$ cat config.mk
export PLATFORM = sky130hd
export DESIGN_NAME = score_frame_rx
export DESIGN_NICKNAME = d
export VERILOG_FILES = /design/src/rtl/score_frame_rx.sv
export SDC_FILE = /design/constraint.sdc
export NUM_CORES = 1
export LEC_CHECK = 0
export ABC_AREA = 1
export BUFFER_PORTS_ARGS = -buffer_cell sky130_fd_sc_hd__buf_2
export CAP_MARGIN = 20
export CORE_UTILIZATION = 55
export CTS_CLUSTER_SIZE = 14
export DETAILED_ROUTE_END_ITERATION = 6
export PLACE_DENSITY = 0.81
export SKIP_CTS_REPAIR_TIMING = 1
export SLEW_MARGIN = 5
export SYNTH_ARGS = -nofsm -noshare
export SYNTH_HDL_FRONTEND = slang
export SYNTH_SLANG_ARGS = --single-unit
$ cat constraint.sdc
create_clock -name clk -period 2.7 [get_ports clk]
set_input_delay 0.405 -clock clk [delete_from_list [all_inputs] [get_ports clk]]
set_output_delay 0.405 -clock clk [all_outputs]
set_load 0.01 [all_outputs]
$ cat src/rtl/score_frame_rx.sv
// Sync-hunting byte-stream frame receiver feeding the segments decoder, with intra-frame timeout and stale watchdog.
// Optional XOR checksum byte after the payload: define PKT_CHECKSUM_EN.
module score_frame_rx #(
  parameter int unsigned DATA_BYTES   = 6,
  parameter logic [7:0]  SYNC_BYTE    = 8'hA5,
  parameter int unsigned BYTE_TIMEOUT = 1000,
  parameter int unsigned STALE_CYCLES = 50_000_000
) (
  input  logic                    clk,
  input  logic                    rst_n,
  input  logic [7:0]              rx_byte,
  input  logic                    rx_valid,
  output logic [DATA_BYTES*8-1:0] data,
  output logic                    data_valid,
  output logic                    frame_err,
  output logic                    stale
);

  localparam int unsigned DW = DATA_BYTES * 8;
  localparam int unsigned IW = $clog2(DATA_BYTES + 1);
  localparam int unsigned GW = $clog2(BYTE_TIMEOUT + 1);
  localparam int unsigned SW = $clog2(STALE_CYCLES + 1);

  localparam logic [IW-1:0] LAST_IDX  = IW'(DATA_BYTES - 1);
  localparam logic [GW-1:0] GAP_MAX   = GW'(BYTE_TIMEOUT);
  localparam logic [GW-1:0] GAP_PRE   = GW'(BYTE_TIMEOUT - 1);
  localparam logic [SW-1:0] STALE_MAX = SW'(STALE_CYCLES);
  localparam logic [SW-1:0] STALE_PRE = SW'(STALE_CYCLES - 1);

`ifdef PKT_CHECKSUM_EN
  typedef enum logic [1:0] {HUNT, PAYLOAD, CHECK} state_t;
`else
  typedef enum logic [1:0] {HUNT, PAYLOAD} state_t;
`endif

  state_t        state;
  logic [IW-1:0] idx;
  logic [GW-1:0] gap;
  logic [SW-1:0] stale_cnt;
  logic [DW-1:0] shadow;
  logic [DW-1:0] shadow_next;
`ifdef PKT_CHECKSUM_EN
  logic [7:0]    xsum;
`endif

  // Shadow with the current byte merged in, so the no-checksum build can commit on the last payload byte.
  always_comb begin
    shadow_next = shadow;
    for (int unsigned i = 0; i < DATA_BYTES; i++) begin
      if (idx == IW'(i)) shadow_next[(DATA_BYTES-1-i)*8 +: 8] = rx_byte;
    end
  end

  always_ff @(posedge clk or negedge rst_n) begin
    if (!rst_n) begin
      state      <= HUNT;
      idx        <= '0;
      gap        <= '0;
      stale_cnt  <= '0;
      shadow     <= '0;
      data       <= '0;
      data_valid <= 1'b0;
      frame_err  <= 1'b0;
      stale      <= 1'b1;
`ifdef PKT_CHECKSUM_EN
      xsum       <= '0;
`endif
    end else begin
      data_valid <= 1'b0;
      frame_err  <= 1'b0;

      // Watchdog saturates; a commit below overrides both assignments.
      if (stale_cnt != STALE_MAX) stale_cnt <= stale_cnt + SW'(1);
      if (stale_cnt == STALE_PRE) stale <= 1'b1;

      // Gap counter only runs mid-frame; an arriving byte always beats the timeout.
      if (state != HUNT) begin
        if (rx_valid) begin
          gap <= '0;
        end else if (gap == GAP_PRE) begin
          gap       <= GAP_MAX;
          frame_err <= 1'b1;
          state     <= HUNT;
          idx       <= '0;
        end else begin
          gap <= gap + GW'(1);
        end
      end

      case (state)
        HUNT: begin
          if (rx_valid && rx_byte == SYNC_BYTE) begin
            state <= PAYLOAD;
            idx   <= '0;
            gap   <= '0;
`ifdef PKT_CHECKSUM_EN
            xsum  <= '0;
`endif
          end
        end

        PAYLOAD: begin
          if (rx_valid) begin
            shadow <= shadow_next;
            idx    <= idx + IW'(1);
`ifdef PKT_CHECKSUM_EN
            xsum   <= xsum ^ rx_byte;
            if (idx == LAST_IDX) state <= CHECK;
`else
            if (idx == LAST_IDX) begin
              data       <= shadow_next;
              data_valid <= 1'b1;
              stale_cnt  <= '0;
              stale      <= 1'b0;
              state      <= HUNT;
              idx        <= '0;
            end
`endif
          end
        end

`ifdef PKT_CHECKSUM_EN
        CHECK: begin
          if (rx_valid) begin
            state <= HUNT;
            idx   <= '0;
            if (rx_byte == xsum) begin
              data       <= shadow;
              data_valid <= 1'b1;
              stale_cnt  <= '0;
              stale      <= 1'b0;
            end else begin
              frame_err <= 1'b1;
            end
          end
        end
`endif

        default: state <= HUNT;
      endcase
    end
  end

endmodule

## Word-level counts from Yosys, hierarchy flattened

Cells that the tools add are included.

- Flip-flop bits (word level): 140
- Input port bits: 11
- Output and inout port bits: 51
- Word-level logic and storage cells: 67

- Add/subtract/negate cells: 3
- Equality and inequality tests: 10
- Muxes and demuxes: 39
- Reduce and logical (&&, ||, !) cells: 6

Operator list:

| operator | count |
|---|---|
| 26-bit two-way mux | 4 |
| 10-bit two-way mux | 5 |
| 8-bit two-way mux | 6 |
| 26-bit by 1-bit adder with 26-bit output, second input constant | 1 |
| 26-bit equality test, second input constant | 1 |
| 26-bit inequality test, second input constant | 1 |
| 3-bit two-way mux | 6 |
| 2-bit two-way mux | 6 |
| 10-bit by 1-bit adder with 10-bit output, second input constant | 1 |
| 10-bit equality test, second input constant | 1 |
| 1-bit two-way mux | 10 |
| 8-bit equality test, second input constant | 1 |
| 3-bit by 2-bit equality test with 1-bit output, second input constant | 2 |
| 3-bit equality test, second input constant | 2 |
| 3-bit one-hot mux with 2 select lines | 1 |
| 2-bit one-hot mux with 2 select lines | 1 |
| 3-bit by 1-bit adder with 3-bit output, second input constant | 1 |
| 3-bit by 1-bit equality test with 1-bit output, second input constant | 1 |
| 3-bit logical NOT | 1 |
| 3-bit AND reduction | 1 |
| 2-bit by 1-bit equality test with 1-bit output, second input constant | 1 |
| 2-bit logical NOT | 1 |
| 2-bit AND reduction | 1 |
| 2-bit nonzero test | 1 |
| 1-bit logical AND | 1 |

## Logic depth before layout (Yosys ltp)

- Depth after elaboration: 7
- Depth in mapped cells: 9
- Gate-level depth less buffers: 9

## Worst setup path before layout

No wires, ideal clock.

- Kind: flip-flop to flip-flop
- From: register idx[2]
- To: register shadow[22]
- Library setup time: 0.131 ns
- Data arrival time: 1.286 ns
- Data required time: 2.569 ns
- Path slack: 1.283 ns
- Stages on the path, launching flop included: 7
- Buffers on the path: 1
- Period minus slack after synthesis: 1.417 ns
- Cell sequence: dfrtp_1 inv_2 ha_1 clkbuf_1 o21ai_0 nand2_1 o21ai_0

- Word-level cells in the longest chain between the ends: 2

Ends and longest elaborated chain:

| element | RTL line | RTL |
|---|---|---|
| start: declaration | 37 | `logic [IW-1:0] idx;` |
| start signal: assignment | 105 | `idx <= idx + IW'(1);` |
| 3-bit by 2-bit equality test with 1-bit output | 50 | `if (idx == IW'(i)) shadow_next[(DATA_BYTES-1-i)*8 +: 8] = rx_byte;` |
| 8-bit two-way mux | 50 |  |
| end signal: assignment | 104 | `shadow <= shadow_next;` |
| end: declaration | 40 | `logic [DW-1:0] shadow;` |

No other way between the ends.
A chain may end at the register's enable or synchronous reset.

## Final worst setup path

- From: register state[1]
- To: register data[26]

- Word-level cells in the longest chain between the ends: 2

Ends and longest elaborated chain:

| element | RTL line | RTL |
|---|---|---|
| start: declaration | 36 | `state_t state;` |
| start signal: assignment | 56 | `state <= HUNT;` |
| start signal: assignment | 83 | `state <= HUNT;` |
| start signal: assignment | 93 | `state <= PAYLOAD;` |
| 2-bit by 1-bit equality test with 1-bit output | 90 | `case (state)` |
| 3-bit AND reduction (no line) | n/a |  |
| end signal: assignment | 111 | `data <= shadow_next;` |
| end: declaration | 13 | `output logic [DATA_BYTES*8-1:0] data,` |

No other way between the ends.

==> summary.txt <==
Outcome
  • Status: finished, violations left
  • Violated checks: DRC

Routing
  • Pre-antenna DRT Iters: 7
  • Residual DRC: 3
  • Number of routed nets with antenna violations: 0
  • Via count: 4967
  • DR vias/cell: 5.38
  • Wire per inst: 14.7 um
  • DRT iter0 DRCs: 338
  • Routed wire length: 13.5 mm

Yosys
  • Ys Warns: 0
  • Area leader, netlist: dfrtp_1
  • Post-Syn Area per Cell: 8.67 um2
  • Distinct cell type count after synthesis: 36
  • Yosys top cell area share: 53.3%
  • Mapped Cells: 709
  • Commonest cells post-synth: 192 x nand2_1, 131 x dfrtp_1, 77 x nor2_1
  • Largest cells by area after synthesis: dfrtp_1 53%, nand2_1 12%, mux2i_1 5.2%
  • Synth Register Bits: 132
  • Synth Flop Type: dfrtp_1
  • Sequential fraction of the synthesis area: 53.8%
  • Top-count cell post-synth: nand2_1
  • Ys async rst share: 100%
  • Post-synth EDFFs: 0
  • Syn Nets: 724
  • Synth Cell Area: 6150 um2

Final layout
  • Ant diodes: 0
  • FILL cells: 863
  • Ratio of cells with drive above 1 in the final layout: 16.2%
  • Nets: 786
  • Final Instance Area: 7120 um2
  • Area Overhead vs Synth: 15.8%

Placement
  • Cell Area, Placed: 6530 um2
  • Final HPWL DP: 8.98 mm
  • Placer Congestion: 0.847
  • # port buffers: 61
  • Pre-CTS setup slack: 0.532 ns

Setup path
  • Slowest CP cell: inv_4
  • CP dominant cell by count: nand2_1
  • WP buf/inv: 3
  • CP Data Arrival Time: 2.53 ns
  • Crit path max-delay family: simple AND/OR/NAND/NOR gates
  • CP Cell Sequence: inv_1, nand2_1, nor2_4, inv_2, nor2_8, inv_4, nand2_1, o21ai_1
  • Critical path's largest stage delay: 0.40 ns
  • Required @ worst endpoint: 3.09 ns
  • Nature of the critical path startpoint: flop
  • Worst-path maximum fanout: 100
  • Crit Path Class: flop to flop
  • Critical Path Sink Type: flop

Clock tree
  • Maximum buffer depth of the clock tree: 2
  • Num CTS Buffers: 17
  • Skew-Pair Late Insertion Delay: 0.54 ns
  • CTS sink cnt: 132
  • CTS clk-pin slew, worst paths: 0.06 ns
  • H-tree depth: 4
  • CTS tree: done
  • Root buffer cell: clkbuf_8

Timing
  • Final setup margin: 0.553 ns
  • Max-slew violations: 0
  • Fmax: 466 MHz
  • Slew at the pin closest to its max-slew limit: 0.929 ns
  • Clk_skew: 0.00822 ns
  • Final hold violation count: 0
  • Fin crit period: 2.15 ns
  • # setup viols final: 0
  • Final Cycle Share: 79.5%
  • Setup TNS: 0 ns
  • Max-slew headroom: 38.1%
  • RSZ-0062 raised after global routing: false

Worst hold path
  • Hold WC Path Type: input port to flop

Power
  • Power density over the cells: 662 nW/um2
  • Leak: 3.70 nW
  • Sw power: 1.12 mW
  • Int Power: 3.60 mW
  • VDD IR max: 0.489 mV
  • Gate power share: 6.8%
  • Sw frac: 23.7%
  • Clk pwr share: 47.8%
  • Seq pwr share: 45.4%
  • Tot Pwr: 4.71 mW

Die
  • Die area: 11600 um2
  • # IOs: 62
  • Initial Utilization: 56.5%
  • Chip Height: 108 um
  • Rows: 38
  • Chip width: 108 um
  • Core outline area: 10900 um2

Global route
  • Largest net degree at the start of global routing: 101
  • GRT Overall Usage: 25.1%
  • Number of global-route vias before repair: 4650
  • First-pass GRT wire length: 21.9 mm
  • Antenna violations before repair: 0
  • Total congestion overflow: 0

Job
  • Max-Cap Viols: 0
[tightest hold or removal path, cell delays in order]
cell and delay [ns]:
buf_2 0.10, inv_2 0.05, nand4_1 0.08, nand3_1 0.06
[cells in the final DEF (no fill, tap or decap), types with 3 or more instances in the layout]
| cell type | netlist | layout |
|---|---|---|
| nor2_4 | 4 | 4 |
| inv_2 | 5 | 5 |
| nand4_1 | 6 | 6 |
| ha_1 | 4 | 4 |
| dfrtp_1 | 131 | 131 |
| buf_2 | 10 | 60 |
| nand2_1 | 192 | 192 |
| clkbuf_1 | 6 | 3 |
| nor2_2 | 11 | 11 |
| o22ai_1 | 3 | 3 |
| mux2i_1 | 32 | 32 |
| o21ai_0 | 55 | 55 |
| buf_4 | 2 | 4 |
| clkbuf_8 | 0 | 5 |
| nand2_2 | 8 | 8 |
| clkbuf_16 | 0 | 16 |
| a21oi_1 | 22 | 22 |
| nand3_1 | 26 | 26 |
| nor3_1 | 7 | 7 |
| o21ai_1 | 38 | 38 |
| inv_1 | 47 | 47 |
| nor2_1 | 77 | 77 |
[final timing paths]
check / start / end / slack, ns / cells past startpoint
max: state[1] / data[26] / 0.55 / 8
min: rx_valid / state[0] / 0.20 / 4
max reg2reg: state[1] / data[26] / 0.55 / 8
min reg2reg: data[37] / data[37] / 0.48 / 2
max in group asynchronous: rst_n / stale / 1.48 / 3
min in group asynchronous: rst_n / stale_cnt[16] / 0.45 / 2
[cell type report]
class / count / area, um2 / share of cell area (%)
tap: 140 / 175 / 2.46
multi-input combinational: 501 / 2500 / 35.1
sequential: 132 / 3300 / 46.4
clock inverter: 7 / 97.6 / 1.37
inverter: 53 / 201 / 2.83
timing repair buffer: 66 / 360 / 5.06
clock buffer: 24 / 480 / 6.75
[registers in the layout (all words and copies together) (netlist names)]
signal      count
gap            10
data_valid      1
idx             3
stale_cnt      26
state           2
frame_err       1
data           48
stale           1
shadow         40
[through the flow]
stage / util (%) / hold slack [ns] / std cells
3_3_place_gp: 60.0 / 0.460 / 891
5_1_grt: 65.4 / 0.233 / 923
2_1_floorplan: - / 0.109 / 709
3_5_place_dp: 60.0 / 0.473 / 891
6_report: 65.4 / 0.202 / 923
4_1_cts: 65.3 / -0.0761 / 922
[cells by family (layout without fill, tap and decap cells)]
| family | Yosys count | in the layout | synth area share (%) |
|---|---|---|---|
| multiplexers | 32 | 32 | 5.21 |
| AO/OA/AOI/OAI | 122 | 122 | 10.2 |
| flip-flops | 132 | 132 | 53.8 |
| buffers and inverters | 76 | 150 | 5.62 |
| adder cells (fa/ha/maj) | 4 | 4 | 0.814 |
| AND/OR/NAND/NOR | 339 | 339 | 24.0 |
| XOR/XNOR | 3 | 3 | 0.428 |
| other | 1 | 1 | 0.0610 |
[power groups by stage]
| stage | logic, mW | clock network, mW | registers, mW |
|---|---|---|---|
| 2_1_floorplan | 0.157 | 0 | 2.17 |
| 3_3_place_gp | 0.310 | 0 | 2.16 |
| 3_5_place_dp | 0.324 | 0 | 2.17 |
| 4_1_cts | 0.325 | 2.28 | 2.14 |
| 5_1_grt | 0.362 | 2.36 | 2.15 |
| 6_report | 0.321 | 2.25 | 2.14 |
[per-layer routing]
layer / routed length [um] / GRT usage [%] / up-vias / part of all wire (%)
li1: - / - / 2427 / -
met1: 5960 / 32.5 / 2358 / 44
met2: 6600 / 40.2 / 156 / 49
met3: 731 / 7.02 / 26 / 5.4
met4: 247 / 9.69 / 0 / 1.8
met5: 0 / 0 / - / 0
(Power assumes the default switching activity.)
